`src/rtl/buffer_save_reader_if.sv`:
```
// buffer_save_reader_if: control, buffer-read and downstream stream signals of the save reader
//   master : reader side (drives busy/done, read requests and the m_* stream)
//   slave  : environment side (drives start, grant, read data and m_ready)
interface buffer_save_reader_if #(
    parameter int BUFFER_ADDR_WIDTH = 11,
    parameter int BUFFER_DATA_WIDTH = 512
);
    logic                         start;
    logic [BUFFER_ADDR_WIDTH-1:0] start_addr;
    logic [BUFFER_ADDR_WIDTH:0]   num_lines;
    logic                         busy;
    logic                         done;
    logic                         save_read_addr_valid;
    logic [BUFFER_ADDR_WIDTH-1:0] save_read_addr;
    logic                         save_read_grant;
    logic                         save_read_data_valid;
    logic [BUFFER_DATA_WIDTH-1:0] save_read_data;
    logic                         m_valid;
    logic [BUFFER_DATA_WIDTH-1:0] m_data;
    logic                         m_last;
    logic                         m_ready;
    modport master (
        input  start, start_addr, num_lines, save_read_grant, save_read_data_valid, save_read_data, m_ready,
        output busy, done, save_read_addr_valid, save_read_addr, m_valid, m_data, m_last
    );
    modport slave (
        output start, start_addr, num_lines, save_read_grant, save_read_data_valid, save_read_data, m_ready,
        input  busy, done, save_read_addr_valid, save_read_addr, m_valid, m_data, m_last
    );
endinterface

```
`src/rtl/buffer_save_reader.sv`:
```
// buffer_save_reader: reads num_lines buffer lines from start_addr and streams them out through a credit-limited FIFO
//   clk, rst            : clock, synchronous active-high reset
//   bus (master)        : start/start_addr/num_lines, busy/done, buffer read request/grant/data, m_* stream
//   perf_stall_cycles   : saturating count of m_valid & !m_ready cycles (only with SAVE_READER_PERF_EN)
module buffer_save_reader #(
    parameter int BUFFER_ADDR_WIDTH = 11,
    parameter int BUFFER_DATA_WIDTH = 512,
    parameter int FIFO_DEPTH        = 8
) (
    input logic clk,
    input logic rst,
    buffer_save_reader_if.master bus
`ifdef SAVE_READER_PERF_EN
    ,
    output logic [31:0] perf_stall_cycles
`endif
);
    localparam int PW = $clog2(FIFO_DEPTH);
    typedef enum logic [1:0] {IDLE, ISSUE, DRAIN, DONE} state_t;
    state_t                       r_state, w_next;
    logic [BUFFER_ADDR_WIDTH-1:0] r_addr;
    logic [BUFFER_ADDR_WIDTH:0]   r_rem, r_total, r_popped;
    logic [PW:0]                  r_out, r_cnt;
    logic [PW-1:0]                r_wr, r_rd;
    logic [BUFFER_DATA_WIDTH-1:0] r_mem [FIFO_DEPTH];
    logic                         r_done;
    logic w_start, w_credit, w_accept, w_push, w_pop, w_valid;
    assign w_start  = bus.start && r_state == IDLE;
    // Lines requested but not yet returned plus lines stored can never exceed the FIFO depth,
    // so returned data always has room without backpressure.
    assign w_credit = ({1'b0, r_out} + {1'b0, r_cnt}) < (PW+2)'(FIFO_DEPTH);
    assign w_accept = bus.save_read_addr_valid && bus.save_read_grant;
    // Data with nothing outstanding is stale (e.g. from a transfer aborted by reset).
    assign w_push   = bus.save_read_data_valid && r_out != '0;
    assign w_valid  = r_cnt != '0;
    assign w_pop    = w_valid && bus.m_ready;
    always_ff @(posedge clk) begin
        if (rst) r_state <= IDLE;
        else     r_state <= w_next;
    end
    always_comb begin
        w_next = r_state;
        case (r_state)
            IDLE:  if (bus.start) w_next = bus.num_lines == '0 ? DONE : ISSUE;
            ISSUE: if (w_accept && r_rem == (BUFFER_ADDR_WIDTH+1)'(1)) w_next = DRAIN;
            DRAIN: if (w_pop && bus.m_last && r_out == '0) w_next = DONE;
            DONE:  if (r_done) w_next = IDLE;
            default: w_next = IDLE;
        endcase
    end
    always_comb begin
        bus.busy                 = r_state != IDLE;
        bus.done                 = r_done;
        bus.save_read_addr_valid = r_state == ISSUE && w_credit;
        bus.save_read_addr       = r_addr;
        bus.m_valid              = w_valid;
        bus.m_data               = w_valid ? r_mem[r_rd] : '0;
        bus.m_last               = w_valid && r_popped == r_total - 1'b1;
    end
    always_ff @(posedge clk) begin
        if (rst) begin
            r_addr   <= '0;
            r_rem    <= '0;
            r_total  <= '0;
            r_popped <= '0;
            r_out    <= '0;
            r_cnt    <= '0;
            r_wr     <= '0;
            r_rd     <= '0;
            r_done   <= 1'b0;
        end else begin
            r_addr   <= w_start ? bus.start_addr : w_accept ? r_addr + 1'b1 : r_addr;
            r_rem    <= w_start ? bus.num_lines : w_accept ? r_rem - 1'b1 : r_rem;
            r_total  <= w_start ? bus.num_lines : r_total;
            r_popped <= w_start ? '0 : w_pop ? r_popped + 1'b1 : r_popped;
            r_out    <= r_out + {{PW{1'b0}}, w_accept} - {{PW{1'b0}}, w_push};
            r_cnt    <= r_cnt + {{PW{1'b0}}, w_push} - {{PW{1'b0}}, w_pop};
            r_wr     <= w_push ? r_wr + 1'b1 : r_wr;
            r_rd     <= w_pop ? r_rd + 1'b1 : r_rd;
            // done rises on the second DONE cycle, which is also the last one
            r_done   <= r_state == DONE && !r_done;
        end
    end
    always_ff @(posedge clk) begin
        if (w_push) r_mem[r_wr] <= bus.save_read_data;
    end
`ifdef SAVE_READER_PERF_EN
    logic [31:0] r_stall;
    always_ff @(posedge clk) begin
        if (rst || w_start) r_stall <= '0;
        else if (w_valid && !bus.m_ready && r_stall != '1) r_stall <= r_stall + 1'b1;
    end
    assign perf_stall_cycles = r_stall;
`endif
endmodule
```
`src/flat_wrapper.sv`:
```
// flat-port wrapper written by rule: the top's interface ports become plain ports
module buffer_save_reader_flat 
#(
    parameter int BUFFER_ADDR_WIDTH = 11,
    parameter int BUFFER_DATA_WIDTH = 512,
    parameter int FIFO_DEPTH        = 8
)
  (clk, rst, bus_start, bus_start_addr, bus_num_lines, bus_save_read_grant, bus_save_read_data_valid, bus_save_read_data, bus_m_ready, bus_busy, bus_done, bus_save_read_addr_valid, bus_save_read_addr, bus_m_valid, bus_m_data, bus_m_last);
  buffer_save_reader_if #(.BUFFER_ADDR_WIDTH(BUFFER_ADDR_WIDTH), .BUFFER_DATA_WIDTH(BUFFER_DATA_WIDTH)) bus_i ();
  input logic clk;
  input logic rst;
  input wire logic [$bits(bus_i.start)-1:0] bus_start;
  input wire logic [$bits(bus_i.start_addr)-1:0] bus_start_addr;
  input wire logic [$bits(bus_i.num_lines)-1:0] bus_num_lines;
  input wire logic [$bits(bus_i.save_read_grant)-1:0] bus_save_read_grant;
  input wire logic [$bits(bus_i.save_read_data_valid)-1:0] bus_save_read_data_valid;
  input wire logic [$bits(bus_i.save_read_data)-1:0] bus_save_read_data;
  input wire logic [$bits(bus_i.m_ready)-1:0] bus_m_ready;
  output wire logic [$bits(bus_i.busy)-1:0] bus_busy;
  output wire logic [$bits(bus_i.done)-1:0] bus_done;
  output wire logic [$bits(bus_i.save_read_addr_valid)-1:0] bus_save_read_addr_valid;
  output wire logic [$bits(bus_i.save_read_addr)-1:0] bus_save_read_addr;
  output wire logic [$bits(bus_i.m_valid)-1:0] bus_m_valid;
  output wire logic [$bits(bus_i.m_data)-1:0] bus_m_data;
  output wire logic [$bits(bus_i.m_last)-1:0] bus_m_last;
  assign bus_i.start = bus_start;
  assign bus_i.start_addr = bus_start_addr;
  assign bus_i.num_lines = bus_num_lines;
  assign bus_i.save_read_grant = bus_save_read_grant;
  assign bus_i.save_read_data_valid = bus_save_read_data_valid;
  assign bus_i.save_read_data = bus_save_read_data;
  assign bus_i.m_ready = bus_m_ready;
  assign bus_busy = bus_i.busy;
  assign bus_done = bus_i.done;
  assign bus_save_read_addr_valid = bus_i.save_read_addr_valid;
  assign bus_save_read_addr = bus_i.save_read_addr;
  assign bus_m_valid = bus_i.m_valid;
  assign bus_m_data = bus_i.m_data;
  assign bus_m_last = bus_i.m_last;
  buffer_save_reader #(.BUFFER_ADDR_WIDTH(BUFFER_ADDR_WIDTH), .BUFFER_DATA_WIDTH(BUFFER_DATA_WIDTH), .FIFO_DEPTH(FIFO_DEPTH)) u_core (.clk(clk), .rst(rst), .bus(bus_i));
endmodule
```
`config.mk`:
```
export PLATFORM = sky130hd
export DESIGN_NAME = buffer_save_reader_flat
export DESIGN_NICKNAME = d
export VERILOG_FILES = /design/src/rtl/buffer_save_reader_if.sv /design/src/rtl/buffer_save_reader.sv /design/src/flat_wrapper.sv
export SDC_FILE = /design/constraint.sdc
export NUM_CORES = 2
export LEC_CHECK = 0
export CORE_MARGIN = 5
export CORE_UTILIZATION = 45
export DETAILED_ROUTE_END_ITERATION = 8
export GPL_TIMING_DRIVEN = 0
export PLACE_DENSITY = 0.71
export SYNTH_ARGS = -nofsm -noshare
export SYNTH_HDL_FRONTEND = slang
export SYNTH_SLANG_ARGS = --single-unit
```
`constraint.sdc`:
```
create_clock -name clk -period 71.5 [get_ports clk]
set_input_delay 10.725 -clock clk [delete_from_list [all_inputs] [get_ports clk]]
set_output_delay 10.725 -clock clk [all_outputs]
set_load 0.01 [all_outputs]
```
==> reports/metrics.cfg <==
[timing]
setup_viol=0
finalSetupTns_ns=0
hold_violations=0
rsz0062_at_grt=false
maxSlewHeadroom=0.0347
fin_crit_ns=16.46
tightest_slew_ns=1.45
fin_skew_ns=0.0375
drv_slew=0
finalCritPeriodShare=0.230
fmax_mhz=60.8
post-route-worst-setup-slack_ns=55.04

[drt]
vias=78400
viasPerCell=5.70
wl_um=427000
firstDrtPassIters=5
drc=0
antenna_left=0
detail_route.wl_per_cell_um=31.0
drt_iter0_drc=8326

[setup_path]
rr_worst_depth=18
path_buf_inv=5
cp_cell_sequence=buf_2 > buf_2 > clkbuf_1 > buf_2 > mux4_2 > mux2i_1 > nor2_1 > clkdlybuf4s50_1
crit_top_cell=buf_2
regToRegSetupSlack_ns=66.76
critPathSlowestCell=clkbuf_1
arrival_ns=5.73
rr_startpoint=u_core.r_out[2]
critPathTopFamily=buffers and inverters
worstSetupPathType=reg2out
path_max_fanout=10
startpoint_type=flop
endpoint_kind=output pin
r2r-end=u_core.r_mem[1][350]
cp.required_ns=60.77
cpPeakStageDelay_ns=1.09

[yosys]
synth.distinct_cells=53
syn_area_um2=158000
ys_seq_area_frac=0.786
yosys_register_bits=4163
yosys-top-cells-count=edfxtp_1, mux4_2, nor2_1
synth_flop_cell=edfxtp_1
synth_edf_count=4096
postSynth.asyncResetShare=0
synth_top_area_frac=0.777
synth_area_per_cell_um2=22.8
yosys-top-cells-area=edfxtp_1, mux4_2, mux2i_1, nor2_1, dfxtp_1
synth_nets=7505
synth_cells=6937
yosysWarnings=0
yosys.area.top_type=edfxtp_1
yosysMostFrequentCell=edfxtp_1

[placement]
port-buffer-count=1067
placed_area_um2=180000
dp_worst_setup_slack_ns=55.84
hpwl_um=293000
gp_congestion=0.810

[clock_network]
cts_resized=0
cts_setup_buffers=0
clkLatencyLatePin_ns=0.97
numCtsBuffers=417
tritoncts=built
cts_max_level=5
ctsHoldBuffers=0
clock_sinks=4163
ctsRootBufferMaster=clkbuf_16
clockBufferDepth=4
clk_pin_slew_ns=0.06

[floorplanning]
dieArea_um2=364000
start_util=0.452
io-pin-count=1069
dieWidth_um=603
rows=217
die_y_um=603
core-area_um2=350000

[status]
status=complete, no violations

[global_route]
antenna_found_initial=173
grt-ovfl-total=0
grt_max_degree=26
first_global_vias=80700
grt_pass1_wl_um=603000
grtUsageTotal=0.230

[layout]
final_util=0.553
stdcell_area_um2=193000
area_growth_pct=22.1
fin_nets=9288
drive_above_1_share=0.222
fillers=25500

[hold_path]
hp-class=reg2reg
holdPathEnd=u_core.r_total[11]
min-delay-start=u_core.r_total[11]
hold_path_depth=2

[pwr]
vdd_ir_drop_max_v=0.0000280
power_leakage_nw=59.4
power_w=0.00706
power_density_nw_per_um2=36.5

[flow_run]
max_cap_viol_count=0

## power breakdown
group	internal, W	switching (W)	total [W]
clock	0.00122	0.000919	0.00214
sequential	0.00285	0.0000371	0.00289
combinational	0.000927	0.00111	0.00204
total	0.00499	0.00207	0.00706
## how the worst max path moves through the flow
stage	to	slack [ns]	from	cells past startpoint
4_1_cts	bus_m_data[208]	54.81	flop	8
3_3_place_gp	u_core.r_mem[0][339]	-16.31	bus_save_read_data_valid	4
6_report	bus_m_data[306]	55.04	flop	8
2_1_floorplan	u_core.r_mem[0][0]	23.78	bus_save_read_data_valid	3
5_1_grt	bus_m_data[306]	54.84	flop	8
3_5_place_dp	bus_m_data[306]	55.84	flop	8
## final cells by class
class | instances | area, um2 | share of cell area
Buffer | 364 | 1510 | 0.00782
Multi-Input combinational cell | 2384 | 32300 | 0.167
Sequential cell | 4163 | 124000 | 0.644
Clock buffer | 504 | 10800 | 0.0561
Tap cell | 4599 | 5750 | 0.0298
Antenna cell | 106 | 265 | 0.00137
Timing Repair Buffer | 1364 | 15600 | 0.0808
Clock inverter | 256 | 2460 | 0.0127
Inverter | 26 | 97.6 | 0.000505
## kinds of logic (layout without fill, tap and decap cells)
family                     count (synthesis)  in the layout  synth area share
muxes                                   1542           1542             0.179
and+or+nand+nor                          695            695            0.0176
buffers and inverters                    390           2514            0.0100
DFF                                     4163           4163             0.786
AOI/OAI and AO/OA                         70             70           0.00282
other                                      0            106                 0
xor gates and xnor gates                  50             50           0.00277
adders and majority gates                 27             27           0.00223
## per-stage QoR
| stage | instances | hold WS, ns |
|---|---|---|
| floorplan | 6937 | 0.449 |
| global placement | 12600 | 0.487 |
| detailed placement | 12900 | 0.482 |
| CTS | 13700 | 0.497 |
| global route | 13700 | 0.546 |
| finish | 13800 | 0.497 |
## sequential cells by signal, indices dropped and copies added (netlist names), 2 cells and up, named ones only
| name | flops |
|---|---|
| u_core.bus.save_read_addr | 11 |
| u_core.r_cnt | 4 |
| u_core.r_mem | 4096 |
| u_core.r_out | 4 |
| u_core.r_popped | 12 |
| u_core.r_rd | 3 |
| u_core.r_rem | 12 |
| u_core.r_state | 2 |
| u_core.r_total | 12 |
| u_core.r_wr | 3 |
## worst register-to-register path, cell delays in order (launching register included)
cell	delay, ns
dfxtp_1	0.34
inv_1	0.07
ha_1	0.22
a21boi_1	0.46
nand2_1	0.35
nor3_2	0.56
buf_6	0.24
buf_6	0.18
buf_6	0.18
buf_6	0.17
buf_8	0.16
buf_6	0.19
buf_8	0.18
buf_6	0.17
buf_6	0.16
buf_4	0.23
buf_6	0.20
buf_6	0.19
buf_6	0.17
## layout by cell type (no fill, tap or decap), types with 6 or more instances in the layout
master,n
mux2i_1,517
buf_2,80
nor3_1,11
clkinv_1,100
clkinv_2,64
nor2_1,561
o21ai_0,7
edfxtp_1,4096
xnor2_1,29
mux4_2,1024
buf_8,12
clkdlybuf4s50_1,1067
ha_1,25
buf_16,28
a21oi_1,31
dfxtp_1,67
clkinv_4,12
bufinv_16,37
nor2_4,6
xor2_1,21
clkbuf_16,421
clkinvlp_4,18
inv_6,10
buf_4,12
diode_2,106
inv_1,26
clkbuf_1,259
buf_6,119
buf_12,129
nand3_1,10
nand2_1,60
a211oi_1,12
clkbuf_2,17
buf_1,88
nand4_1,13
nand2b_1,8
## layer usage
layer	up-vias	track usage	routed length [um]
met1	41500	0.292	159000
met2	3418	0.377	214000
met5	-	0	180
li1	32600	-	-
met4	30	0.124	24500
met3	806	0.0420	28300
(Power assumes the default switching activity.)
